[src/rtl/parking_gate_arbiter.sv]
// rtl/parking_gate_arbiter.sv - shares one barrier gate between entry and exit requesters
// Edge-detects debounced buttons, keeps one pending request per side, arbitrates round-robin.
module parking_gate_arbiter #(
  parameter int CAPACITY    = 8,
  parameter int CNT_W       = 4,
  parameter int OPEN_CYCLES = 20
) (
  input  logic             clk,
  input  logic             reset,
  input  logic             entryReq,
  input  logic             exitReq,
  output logic             gateOpen,
  output logic             grantEntry,
  output logic             grantExit,
  output logic             reject,
  output logic [CNT_W-1:0] count,
  output logic             full,
  output logic             empty
);

  localparam int TW = (OPEN_CYCLES > 1) ? $clog2(OPEN_CYCLES) : 1;
  localparam logic [TW-1:0]    TLOAD = TW'(OPEN_CYCLES - 1);
  localparam logic [CNT_W-1:0] CAP   = CNT_W'(CAPACITY);

  typedef enum logic [1:0] {IDLE, OPEN, CLOSE} state_t;

  state_t           state, state_nx;
  logic [TW-1:0]    timer, timer_nx;
  logic [CNT_W-1:0] count_nx;
  logic             prev_e, prev_x;
  logic             pend_e, pend_x, pend_e_nx, pend_x_nx;
  logic             last_served, last_nx;
  logic             gate_nx, grant_e_nx, grant_x_nx, reject_nx;
  logic             serve_e, serve_x, ill_e, ill_x;

  assign full  = (count == CAP);
  assign empty = (count == '0);

  always_comb begin
    state_nx   = state;
    timer_nx   = timer;
    count_nx   = count;
    last_nx    = last_served;
    gate_nx    = gateOpen;
    grant_e_nx = 1'b0;
    grant_x_nx = 1'b0;
    reject_nx  = 1'b0;
    serve_e    = 1'b0;
    serve_x    = 1'b0;
    ill_e      = 1'b0;
    ill_x      = 1'b0;
    case (state)
      IDLE: begin
        ill_e = pend_e & full;
        ill_x = pend_x & empty;
        // last_served: 0 = entry, 1 = exit; on a tie the other side wins
        if (pend_e && !full && pend_x && !empty) begin
          serve_x = ~last_served;
          serve_e = last_served;
        end else begin
          serve_e = pend_e & ~full;
          serve_x = pend_x & ~empty;
        end
        reject_nx = ill_e | ill_x;
        if (serve_e || serve_x) begin
          state_nx = OPEN;
          timer_nx = TLOAD;
          gate_nx  = 1'b1;
          last_nx  = serve_x;
        end
        if (serve_e) begin
          grant_e_nx = 1'b1;
          count_nx   = count + 1'b1;
        end
        if (serve_x) begin
          grant_x_nx = 1'b1;
          count_nx   = count - 1'b1;
        end
      end
      OPEN: begin
        if (timer == '0) begin
          gate_nx  = 1'b0;
          state_nx = CLOSE;
        end else begin
          timer_nx = timer - 1'b1;
        end
      end
      CLOSE:   state_nx = IDLE;
      default: state_nx = IDLE;
    endcase
    // a fresh edge in the same cycle as a clear keeps the request pending
    pend_e_nx = (pend_e & ~(serve_e | ill_e)) | (entryReq & ~prev_e);
    pend_x_nx = (pend_x & ~(serve_x | ill_x)) | (exitReq & ~prev_x);
  end

  always_ff @(posedge clk) begin
    if (!reset) begin
      state       <= IDLE;
      timer       <= '0;
      count       <= '0;
      prev_e      <= 1'b1;
      prev_x      <= 1'b1;
      pend_e      <= 1'b0;
      pend_x      <= 1'b0;
      last_served <= 1'b0;
      gateOpen    <= 1'b0;
      grantEntry  <= 1'b0;
      grantExit   <= 1'b0;
      reject      <= 1'b0;
    end else begin
      state       <= state_nx;
      timer       <= timer_nx;
      count       <= count_nx;
      prev_e      <= entryReq;
      prev_x      <= exitReq;
      pend_e      <= pend_e_nx;
      pend_x      <= pend_x_nx;
      last_served <= last_nx;
      gateOpen    <= gate_nx;
      grantEntry  <= grant_e_nx;
      grantExit   <= grant_x_nx;
      reject      <= reject_nx;
    end
  end

endmodule

[config.mk]
export PLATFORM = sky130hd
export DESIGN_NAME = parking_gate_arbiter
export DESIGN_NICKNAME = d
export VERILOG_FILES = /design/src/rtl/parking_gate_arbiter.sv
export SDC_FILE = /design/constraint.sdc
export NUM_CORES = 1
export LEC_CHECK = 0
export BUFFER_PORTS_ARGS = -buffer_cell sky130_fd_sc_hd__clkbuf_2
export CAP_MARGIN = 20
export CORE_UTILIZATION = 40
export CTS_BUF_LIST = sky130_fd_sc_hd__clkbuf_2 sky130_fd_sc_hd__clkbuf_4 sky130_fd_sc_hd__clkbuf_8
export CTS_CLUSTER_DIAMETER = 80
export DETAILED_ROUTE_END_ITERATION = 10
export HOLD_SLACK_MARGIN = 0.02
export MAX_ROUTING_LAYER = met4
export SLEW_MARGIN = 20
export SYNTH_ARGS = -nofsm -noshare
export SYNTH_HDL_FRONTEND = slang
export SYNTH_SLANG_ARGS = --single-unit
export TNS_END_PERCENT = 20
[constraint.sdc]
create_clock -name clk -period 3.09 [get_ports clk]
set_input_delay 0.1545 -clock clk [delete_from_list [all_inputs] [get_ports clk]]
set_output_delay 0.1545 -clock clk [all_outputs]
set_load 0.02 [all_outputs]
==> flow_summary_export.csv <==
group,metric,value,unit
cts,clock_tree.htree_level_count,1,
power_and_ir_drop,static-leakage-power,0.485,nW
timing,final-hold-violation-count,0,
cts,clk_latency,0.31,ns
timing,setup_viol,0,
critical_path,end_kind,"flip-flop",
timing,timing.final.crit_share,77.4,%
die,die_height,52.4,um
timing,rsz0062_at_grt,"false",
power_and_ir_drop,power.ir.vdd_worst,0.000291,V
cts,postCtsResizedCells,0,
die,placement_rows,17,
cts,cts_made_buffers,3,
placed_design,place.gp.congestion,0.882,
logic_synthesis,yosysTopAreaCellShare,39.5,%
timing,period_minus_slack,2.39,ns
logic_synthesis,synth_area,1010,sq um
global_route,global_route.usage.total,17.9,%
global_route,number_of_antenna_violations_at_the_first_check_in_global_routing,0,
hold_path,hp-class,"input pin to flip-flop",
finish,layout.cells.most_common,"sky130_fd_sc_hd__dfxtp_1",
finish,areaGrowthSynthToFinish,12.6,%
drt,firstDrtPassIters,4,
timing,layout_setup_ws,0.698,ns
finish,antenna-diode-count,0,
timing,finClkSkew,0.00843,ns
cts,setup_fix_bufs_post_cts,0,
logic_synthesis,synth-warning-count,0,
critical_path,worstSetupPathType,"flip-flop to flip-flop",
finish,fin_nets,135,
die,initial_utilization,44.2,%
cts,cts_tree,"yes",
die,dieArea,2740,sq um
global_route,grt_start_max_net_pins,13,
cts,holdBufCountCts,0,
drt,met3_length,57,um
finish,multi_input_area,583,sq um
global_route,grt_pass1_vias,768,
placed_design,port_buffers,13,
finish,num-fill-cells,215,
timing,max_freq,418,MHz
timing,worst-slew-pin-transition,0.416,ns
drt,drt-initial-drc-count,11,
logic_synthesis,synth_sequential_area_ratio,39.5,%
drt,detail_route.wirelength,2.02,mm
finish,max_flop_register,"timer",
finish,leading_registers_by_flop_count,"timer (5), count (4), state (2)",
cts,cts-root-to-sink-buffers,2,
cts,tritoncts_num_sinks,20,
drt,postRouteAntennaNets,0,
outcome,outcome,"finished, final reports clean",
drt,drt-wirelength-per-cell,13.2,um
logic_synthesis,postSynthNetCount,118,
die,die_width,52.4,um
timing,relative_max_transition_margin,71.9,%
finish,most-common-layout-cells,"20 x sky130_fd_sc_hd__dfxtp_1, 13 x sky130_fd_sc_hd__clkbuf_2, 11 x sky130_fd_sc_hd__a21oi_1",
drt,route.layer.met1.wl,985,um
drt,detail_route.drc_violations,0,
power_and_ir_drop,total_power,517,uW
die,num_io_pins,14,
finish,drive_above_1_share,24.0,%
logic_synthesis,number_of_distinct_library_cells_after_synthesis,36,
logic_synthesis,ys_top_cells_by_area,"sky130_fd_sc_hd__dfxtp_1 39%, sky130_fd_sc_hd__a21oi_1 5.4%, sky130_fd_sc_hd__ha_1 4.9%",
critical_path,timing.critical_path.fanout_max,10,
critical_path,type_of_element_launching_the_critical_path,"flip-flop",
drt,routed_via_density,5.61,
critical_path,cp_data_arrival_time,2.58,ns
power_and_ir_drop,pwr_density_cell,453,nW/um^2
critical_path,worst-endpoint-required,3.28,ns
finish,area.sequential,400,sq um
global_route,grt_first_pass_wirelength,3.46,mm
drt,maxUsedRoutingLayer,"met4",
flow_run,cap_violations,0,
logic_synthesis,synth_top_area_cell,"sky130_fd_sc_hd__dfxtp_1",
logic_synthesis,synth_cells,109,
placed_design,preCtsSetupSlack,0.717,ns
logic_synthesis,syn_avg_cell_area,9.31,sq um
global_route,overflow,0,
timing,finalSetupTns,0,ns
timing,timing_max_transition_violations_final,0,
finish,largest_register_ff_count,5,
logic_synthesis,yosys_register_bits,20,
die,core_area,2300,sq um
cts,clock_transition_time_at_the_flip_flop_clock_pins_of_the_worst_setup_and_hold_paths,0.12,ns
cts,ctsRootBufferMaster,"sky130_fd_sc_hd__clkbuf_4",
drt,vias,859,
placed_design,detailed_place_hpwl,1.45,mm
drt,wl_met2,938,um
## cells in the mapped netlist
cell                             n
sky130_fd_sc_hd__nand2_1         8
sky130_fd_sc_hd__or3_2           2
sky130_fd_sc_hd__or4b_4          2
sky130_fd_sc_hd__o21ai_2         1
sky130_fd_sc_hd__o311ai_0        1
sky130_fd_sc_hd__a21oi_4         1
sky130_fd_sc_hd__a21o_2          2
sky130_fd_sc_hd__nand3_1         5
sky130_fd_sc_hd__mux2i_1         2
sky130_fd_sc_hd__fa_1            1
sky130_fd_sc_hd__and3_1          1
sky130_fd_sc_hd__and2_4          1
sky130_fd_sc_hd__a21oi_1        11
sky130_fd_sc_hd__o21a_1          2
sky130_fd_sc_hd__a211oi_2        2
sky130_fd_sc_hd__o2111ai_1       1
sky130_fd_sc_hd__dfxtp_1        20
sky130_fd_sc_hd__nor3_1          5
sky130_fd_sc_hd__a221oi_1        1
sky130_fd_sc_hd__and2b_1         1
sky130_fd_sc_hd__nor2_2          1
sky130_fd_sc_hd__xor2_1          3
sky130_fd_sc_hd__nor2_1          5
sky130_fd_sc_hd__nor4b_1         1
sky130_fd_sc_hd__xnor2_1         1
sky130_fd_sc_hd__o21ai_0         3
sky130_fd_sc_hd__a211oi_1        3
sky130_fd_sc_hd__or4_4           1
sky130_fd_sc_hd__nor2b_1         1
sky130_fd_sc_hd__nand4_1         3
sky130_fd_sc_hd__ha_1            4
sky130_fd_sc_hd__nand2b_1        4
sky130_fd_sc_hd__and3b_1         1
sky130_fd_sc_hd__dlygate4sd1_1   1
sky130_fd_sc_hd__inv_1           6
sky130_fd_sc_hd__o31ai_1         1
## cell type report
type	count	area share, %
clock buffer	4	3.18
multi-input combinational	82	51.0
inverter	6	1.97
tap	28	3.07
sequential	20	35.0
timing repair buffer	13	5.70
## critical path, stage by stage, from the launching register on
cell	delay (ns)
sky130_fd_sc_hd__dfxtp_1	0.43
sky130_fd_sc_hd__or4_4	0.58
sky130_fd_sc_hd__nand3_1	0.20
sky130_fd_sc_hd__inv_1	0.15
sky130_fd_sc_hd__ha_1	0.37
sky130_fd_sc_hd__a21oi_1	0.21
sky130_fd_sc_hd__a21oi_1	0.09
sky130_fd_sc_hd__mux2i_1	0.12
sky130_fd_sc_hd__o2111ai_1	0.12
## cell families (layout without fill, tap and decap cells)
kind of cell / Yosys count / in the layout / synth area share [%]
and+or+nand+nor: 42 / 42 / 24.5
AOI/OAI and AO/OA: 29 / 29 / 20.6
DFF: 20 / 20 / 39.5
buffers and inverters: 7 / 23 / 3.08
adders and majority gates: 5 / 5 / 6.91
xor gates and xnor gates: 4 / 4 / 3.45
muxes: 2 / 2 / 1.97
## power breakdown
part,switching (mW),internal (mW)
Sequential,0.00976,0.266
Clock,0.0830,0.0719
Combinational,0.0516,0.0346
## final timing paths
check,start,to,slack [ns],cells past startpoint
worst max register to register,count[0],count[3],0.70,8
worst min-delay path,exitReq,prev_x,0.03,2
worst max-delay path,count[0],count[3],0.70,8
worst min register to register,gateOpen,gateOpen,0.47,2
## per-stage QoR
step           util, %  hold WS [ns]  instance area [sq um]  instances
2_1_floorplan        -         0.228                   1010        109
3_3_place_gp      48.1         0.349                   1110        149
3_5_place_dp      48.1         0.356                   1110        149
4_1_cts           49.7        0.0338                   1140        153
5_1_grt           49.7        0.0341                   1140        153
6_report          49.7        0.0317                   1140        153
## metal layers
metal  vias to the layer above  track usage (%)
met4                         0             7.89
met5                         -                -
li1                        433                -
met1                       409             22.3
met2                        13             26.6
met3                         4             5.22
Note: power is estimated with default switching activity, not from simulation.
